File: src/rtl/eth_tx_arbiter.sv
// Round-robin arbiter sharing one 8-bit Ethernet TX byte stream between four frame generators,
// with inter-frame gap enforcement and start/length watchdogs.
module eth_tx_arbiter #(
    parameter int IFG_BYTES = 12,
    parameter int START_TO  = 64,
    parameter int MAX_LEN   = 1530
) (
    input  logic        clk,
    input  logic        rst_n,
    input  logic [3:0]  i_req,
    output logic [3:0]  o_gnt,
    input  logic [31:0] i_data,
    input  logic [3:0]  i_tx_en,
    output logic [7:0]  o_data,
    output logic        o_tx_en,
    output logic        o_busy,
    output logic        o_err,
    output logic [1:0]  o_err_id
);

    localparam int WW = (START_TO > 1) ? $clog2(START_TO) : 1;
    localparam int IW = (IFG_BYTES > 1) ? $clog2(IFG_BYTES) : 1;
    localparam logic [WW-1:0] WAIT_LAST = WW'(START_TO - 1);
    localparam logic [IW-1:0] IFG_LAST  = IW'(IFG_BYTES - 1);
    localparam logic [10:0]   LEN_MAX   = 11'(MAX_LEN);

    typedef enum logic [1:0] {IDLE, GRANT_WAIT, XMIT, IFG} state_t;

    state_t          state_reg;
    logic [1:0]      ptr_reg;
    logic [1:0]      g_reg;
    logic [10:0]     byte_cnt_reg;
    logic [WW-1:0]   wait_cnt_reg;
    logic [IW-1:0]   ifg_cnt_reg;

    logic [7:0]      lane [4];
    logic [1:0]      sel;
    logic            sel_valid;
    logic            g_tx_en;
    logic [7:0]      g_byte;

    genvar gi;
    generate
        for (gi = 0; gi < 4; gi++) begin : g_lane
            assign lane[gi] = i_data[8*gi +: 8];
        end
    endgenerate

    // Scan from the highest offset down so the lowest offset from ptr wins.
    always_comb begin
        sel       = '0;
        sel_valid = 1'b0;
        for (int i = 3; i >= 0; i--) begin
            if (i_req[ptr_reg + 2'(i)]) begin
                sel       = ptr_reg + 2'(i);
                sel_valid = 1'b1;
            end
        end
    end

    assign g_tx_en = i_tx_en[g_reg];
    assign g_byte  = lane[g_reg];
    assign o_busy  = (state_reg != IDLE);

    always_ff @(posedge clk) begin
        if (!rst_n) begin
            state_reg    <= IDLE;
            ptr_reg      <= '0;
            g_reg        <= '0;
            byte_cnt_reg <= '0;
            wait_cnt_reg <= '0;
            ifg_cnt_reg  <= '0;
            o_gnt        <= '0;
            o_data       <= '0;
            o_tx_en      <= 1'b0;
            o_err        <= 1'b0;
            o_err_id     <= '0;
        end else begin
            o_err <= 1'b0;
            case (state_reg)
                IDLE: begin
                    o_tx_en <= 1'b0;
                    o_data  <= '0;
                    if (sel_valid) begin
                        o_gnt        <= 4'b0001 << sel;
                        g_reg        <= sel;
                        ptr_reg      <= sel + 2'd1;
                        byte_cnt_reg <= '0;
                        wait_cnt_reg <= '0;
                        state_reg    <= GRANT_WAIT;
                    end
                end
                GRANT_WAIT: begin
                    if (g_tx_en) begin
                        o_data       <= g_byte;
                        o_tx_en      <= 1'b1;
                        byte_cnt_reg <= 11'd1;
                        state_reg    <= XMIT;
                    end else if (!i_req[g_reg]) begin
                        o_gnt     <= '0;
                        state_reg <= IDLE;
                    end else if (wait_cnt_reg == WAIT_LAST) begin
                        o_gnt     <= '0;
                        o_err     <= 1'b1;
                        o_err_id  <= g_reg;
                        state_reg <= IDLE;
                    end else if (wait_cnt_reg != '1) begin
                        wait_cnt_reg <= wait_cnt_reg + 1'b1;
                    end
                end
                XMIT: begin
                    if (!g_tx_en || byte_cnt_reg == LEN_MAX) begin
                        // Either a normal frame end or a length overrun; the rest of an overrun is dropped.
                        o_tx_en     <= 1'b0;
                        o_data      <= '0;
                        o_gnt       <= '0;
                        ifg_cnt_reg <= '0;
                        state_reg   <= IFG;
                        if (g_tx_en) begin
                            o_err    <= 1'b1;
                            o_err_id <= g_reg;
                        end
                    end else begin
                        o_data  <= g_byte;
                        o_tx_en <= 1'b1;
                        if (byte_cnt_reg != '1)
                            byte_cnt_reg <= byte_cnt_reg + 11'd1;
                    end
                end
                IFG: begin
                    o_tx_en <= 1'b0;
                    o_data  <= '0;
                    if (ifg_cnt_reg == IFG_LAST)
                        state_reg <= IDLE;
                    else
                        ifg_cnt_reg <= ifg_cnt_reg + 1'b1;
                end
                default: state_reg <= IDLE;
            endcase
        end
    end

endmodule

File: config.mk
export PLATFORM = sky130hd
export DESIGN_NAME = eth_tx_arbiter
export DESIGN_NICKNAME = d
export VERILOG_FILES = /design/src/rtl/eth_tx_arbiter.sv
export SDC_FILE = /design/constraint.sdc
export NUM_CORES = 1
export LEC_CHECK = 0
export BUFFER_PORTS_ARGS = -buffer_cell sky130_fd_sc_hd__buf_2
export CAP_MARGIN = 20
export CORE_UTILIZATION = 54
export DETAILED_ROUTE_END_ITERATION = 8
export PLACE_DENSITY = 0.8
export SETUP_SLACK_MARGIN = 0.5
export SYNTH_ARGS = -nofsm -noshare
export SYNTH_HDL_FRONTEND = slang
export SYNTH_SLANG_ARGS = --single-unit
File: constraint.sdc
create_clock -name clk -period 2.3 [get_ports clk]
set_input_delay 0.115 -clock clk [delete_from_list [all_inputs] [get_ports clk]]
set_output_delay 0.115 -clock clk [all_outputs]
set_load 0.01 [all_outputs]
; After elaboration in Yosys (flattened, before gate mapping)
; Cells that the tools add are included.
[totals]
output_inout_bits = 17
wordCells = 132
input_bits = 42
regBits = 43
[op_classes]
bitwise_logic = 1
shift = 1
mux = 67
add_sub_neg = 7
order_cmp = 6
n_eq_ne = 23
n_reduce_logical = 16
[ops]
columns = operator, n
row1 = two-way mux 11 bit, 4
row2 = one-hot mux 11 bit (3 select lines), 1
row3 = two-way mux 8 bit, 4
row4 = two-way mux 2 bit, 15
row5 = two-way mux 6 bit, 5
row6 = "!= test 2 bit, second input constant", 13
row7 = two-way mux 4 bit, 6
row8 = one-hot mux 8 bit (3 select lines), 1
row9 = two-way mux 1 bit, 17
row10 = binary-select mux 8 bit (select 2 bit), 1
row11 = "< comparator 2 x 3 -> 1 bit, second input constant", 5
row12 = binary-select mux 1 bit (select 2 bit), 6
row13 = one-hot mux 4 bit (3 select lines), 1
row14 = one-hot mux 6 bit (2 select lines), 1
row15 = AND reduction 6 bit, 2
row16 = "adder 11 x 1 -> 11 bit, second input constant", 1
row17 = "equality test 11 bit, second input constant", 1
row18 = "!= test 11 bit, second input constant", 1
row19 = AND reduction 5 bit, 2
row20 = one-hot mux 2 bit (4 select lines), 1
row21 = one-hot mux 4 bit (2 select lines), 1
row22 = nonzero test 2 bit, 4
row23 = "adder 6 x 1 -> 6 bit, second input constant", 1
row24 = "equality test 6 bit, second input constant", 1
row25 = other kinds (23), 26

; Logic depth before layout (Yosys ltp)
[logic_depth]
ltp_word = 10
mapped_depth = 9
mapped_depth_nobuf = 8

; Worst setup path before layout
; OpenSTA, ideal clock, no wires.
[synth_timing]
path_kind = reg2reg
start = register byte_cnt_reg[5]
end = register o_gnt[0]
path_stages_with_launch = 8
setup_ps = 123
arrival_time_ps = 1943
n_path_buf = 1
slack_ps = 233
period_less_slack_ps = 2067
required_time_ps = 2177
cell_sequence = dfxtp_1 > or3b_4 > nor3_4 > nor2b_1 > o21a_1 > buf_6 > a2111o_1 > mux2i_1
[synth_between]
elab_chain_cells = 4
[synth_lines]
columns = element, line
row1 = from (decl), 32  ; logic [10:0] byte_cnt_reg;
row2 = from (signal assigned), 127  ; byte_cnt_reg <= byte_cnt_reg + 11'd1;
row3 = equality test 11 bit, 112  ; if (!g_tx_en || byte_cnt_reg == LEN_MAX) begin
row4 = logical OR 1 bit, 112
row5 = != test 2 bit (no source line), -
row6 = AND reduction 5 bit (no source line), -
row7 = to (signal assigned), 85  ; o_gnt <= 4'b0001 << sel;
row8 = to (decl), 11  ; output logic [3:0] o_gnt,
; Every way passes these cells.
; A chain may end at the register's enable or synchronous reset.

; Worst setup path after layout
[layout_timing]
start = register byte_cnt_reg[0]
end = register byte_cnt_reg[5]
[layout_between]
elab_chain_cells = 4
word_cells_on_any_way = 10
cone_classes = add/sub (1) / eq/ne (4) / mux (3) / reduce/logical (2)
[layout_lines]
columns = element, line
row1 = adder 11 x 1 -> 11 bit / equality test 11 bit (equally long branches), "127, 112"
row2 = two-way mux 11 bit / logical OR 1 bit (equally long branches), "126, 112"
row3 = two-way mux 11 bit / != test 2 bit (equally long branches), -
row4 = one-hot mux 11 bit (3 select lines) / AND reduction 5 bit (equally long branches), -
; Several ways; a longest one is shown, not always the timed one. The select of a mux whose other input is x is not followed.

==> results.sh <==
export IMPL_ios=59
export IMPL_place_inst=396
export IMPL_fin_cells=431
export IMPL_yosys_top_cells_area="dfxtp_1, mux4_2, ha_1"
export IMPL_min_period_ns=2.09
export IMPL_grt_pass1_wl_um=10600
export IMPL_top_usage_layer="met2"
export IMPL_dp_hpwl_um=4320
export IMPL_num_vias=2694
export IMPL_ys_warn_count=0
export IMPL_synth_edf_count=0
export IMPL_skew_ns=0.0130
export IMPL_tightest_slew_ns=0.505
export IMPL_syn_inst=288
export IMPL_ctsHoldBuffers=0
export IMPL_wl_per_cell_um=17.4
export IMPL_synth_top_area_share=0.346
export IMPL_crit_required_ns=2.53
export IMPL_cp_depth=8
export IMPL_crit_slowest_cell="or4_1"
export IMPL_drtIter0Drc=263
export IMPL_drc_errors=0
export IMPL_area_growth_pct=40.7
export IMPL_clk_path_buf_depth=2
export IMPL_reg2reg_depth=8
export IMPL_port_buffers=58
export IMPL_synth_net_count=342
export IMPL_insertion_delay_ns=0.31
export IMPL_yosysUniqueCellTypes=44
export IMPL_place_area_um2=2890
export IMPL_irDropWorstVdd_uv=563
export IMPL_final_common_cell="buf_2"
export IMPL_postSynthAreaPerCell_um2=8.65
export IMPL_crit_path_start_kind="flop"
export IMPL_cap_violations=0
export IMPL_synth_seq_cells=43
export IMPL_worstPathMaxFanout=4
export IMPL_fin_tns_setup_ns=0
export IMPL_die_w_um=69.9
export IMPL_utilization=0.799
export IMPL_start_util=0.568
export IMPL_cts_inserted_buffers=5
export IMPL_yosysTopAreaCell="dfxtp_1"
export IMPL_track_usage=0.267
export IMPL_postRouteWirelength_um=7490
export IMPL_die_y_um=69.9
export IMPL_p_per_area_nw_per_um2=684
export IMPL_via_per_inst=6.25
export IMPL_met1_usage=0.337
export IMPL_antenna_found_initial=0
export IMPL_ant_nets=0
export IMPL_critical_path_top_delay_family="simple AND/OR/NAND/NOR gates"
export IMPL_synthesis_area_um2=2490
export IMPL_synth_ff_type="dfxtp_1"
export IMPL_dr_pass1_iters=5
export IMPL_rsz0062_at_grt="yes"
export IMPL_cp_end_kind="flop"
export IMPL_async_flop_share=0
export IMPL_finalCritPeriodShare=0.910
export IMPL_final_nets=432
export IMPL_core_area_um2=4380
export IMPL_cts_sinks=43
export IMPL_worstPathCellList="inv_4 -> ha_4 -> nand4_1 -> nor2_1 -> o21ai_1 -> nand4_1 -> or4_1 -> a21oi_1"
export IMPL_cts_tree="built"
export IMPL_layout_common_cells="buf_2, buf_4, dfxtp_1"
export IMPL_grt_max_degree=28
export IMPL_min_path_cells=3
export IMPL_grt_util_met3=0.0577
export IMPL_slew_violations=0
export IMPL_slew_headroom=0.660
export IMPL_n_antenna_cell=0
export IMPL_status="finished, final reports clean"
export IMPL_path_buf_inv=1
export IMPL_p_leak_nw=1.46
export IMPL_dieArea_um2=4890
export IMPL_clk_pin_slew_ns=0.08
export IMPL_finalInstanceArea_um2=3500
export IMPL_largest_reg_flops=11
export IMPL_arrival_ns=2.32
export IMPL_grt_pass1_vias=2402
export IMPL_cp_common_cell="nand4_1"
export IMPL_max_freq_ghz=0.478
export IMPL_clock_root_buffer="clkbuf_8"
export IMPL_use_met2=0.455
export IMPL_setup_viol=0
export IMPL_gp_congestion=0.862
export IMPL_hold_path_class="in -> reg"
export IMPL_crit_type="reg -> reg"
export IMPL_drive_gt1_frac=0.451
export IMPL_hold_viol=0
export IMPL_critPathMaxStageDelay_ns=0.58
export IMPL_grt_overflow=0
export IMPL_rows=24
export IMPL_htree_levels=2
export IMPL_ys_seq_area_frac=0.346
layout make-up:
type / count / area [um^2]
Clock buffer: 5 / 68.8
Clock inverter: 3 / 43.8
Fill cell: 266 / 881
Inverter: 11 / 43.8
Multi-Input combinational cell: 221 / 1800
Sequential cell: 43 / 881
Tap cell: 52 / 65.1
Timing Repair Buffer: 96 / 603
cell usage after synthesis (all sizes together) (5+ instances only):
master and number:
nor3 6, dfxtp 43, inv 11, o21ai 20, mux4 9, nand2 28
clkbuf 12, nand2b 8, mux2i 11, a31oi 5, a21oi 16, or3 7
nor2 24, a22oi 8, nand3 19, nand3b 6, ha 12
path summary, 6_finish.rpt:
path                                                    from                           end  slack, ns
worst max-delay path            byte_cnt_reg[0]$_SDFFE_PN0P_  byte_cnt_reg[5]$_SDFFE_PN0P_       0.21
worst min-delay path                                   rst_n  byte_cnt_reg[1]$_SDFFE_PN0P_       0.24
worst max register to register  byte_cnt_reg[0]$_SDFFE_PN0P_  byte_cnt_reg[5]$_SDFFE_PN0P_       0.21
worst min register to register         o_gnt[1]$_SDFFE_PN0P_         o_gnt[1]$_SDFFE_PN0P_       0.47
power breakdown:
group / internal [W] / total [W] / switching [W]
Combinational: 0.000441 / 0.000931 / 0.000490
Clock: 0.000324 / 0.000605 / 0.000281
Sequential: 0.000806 / 0.000859 / 0.0000532
per-layer routing:
layer  vias to the layer above  share of wire
met4                         0          0.019
met2                       149           0.51
met5                         -              0
met1                      1278           0.39
met3                        22          0.085
li1                       1245              -
metrics by stage:
stage,setup WS [ns],hold slack [ns],power [W]
after global placement,0.228,0.445,0.00152
after floorplan,0.363,0.405,0.00136
after detailed placement,0.195,0.453,0.00154
after CTS,0.314,0.236,0.00224
final,0.208,0.240,0.00239
after global routing,0.119,0.261,0.00250
what timing repair did:
item,in CTS,in global routing
endpoints found under the setup margin,32,38
buffers inserted,15,11
pin swaps,9,26
gates cloned,1,0
gates resized for setup,23,54
tightest hold or removal path: stages:
cell     delay [ns]
buf_2          0.09
inv_1          0.15
a21oi_1        0.15
cells by family after synthesis:
family	count (synthesis)	share of synthesized area
buffers and inverters	25	0.0407
adder cells (fa/ha/maj)	12	0.0603
AO/OA/AOI/OAI	71	0.185
flip-flops	43	0.346
AND/OR/NAND/NOR	115	0.236
XOR/XNOR	2	0.00704
multiplexers	20	0.126
(Power assumes the default switching activity.)
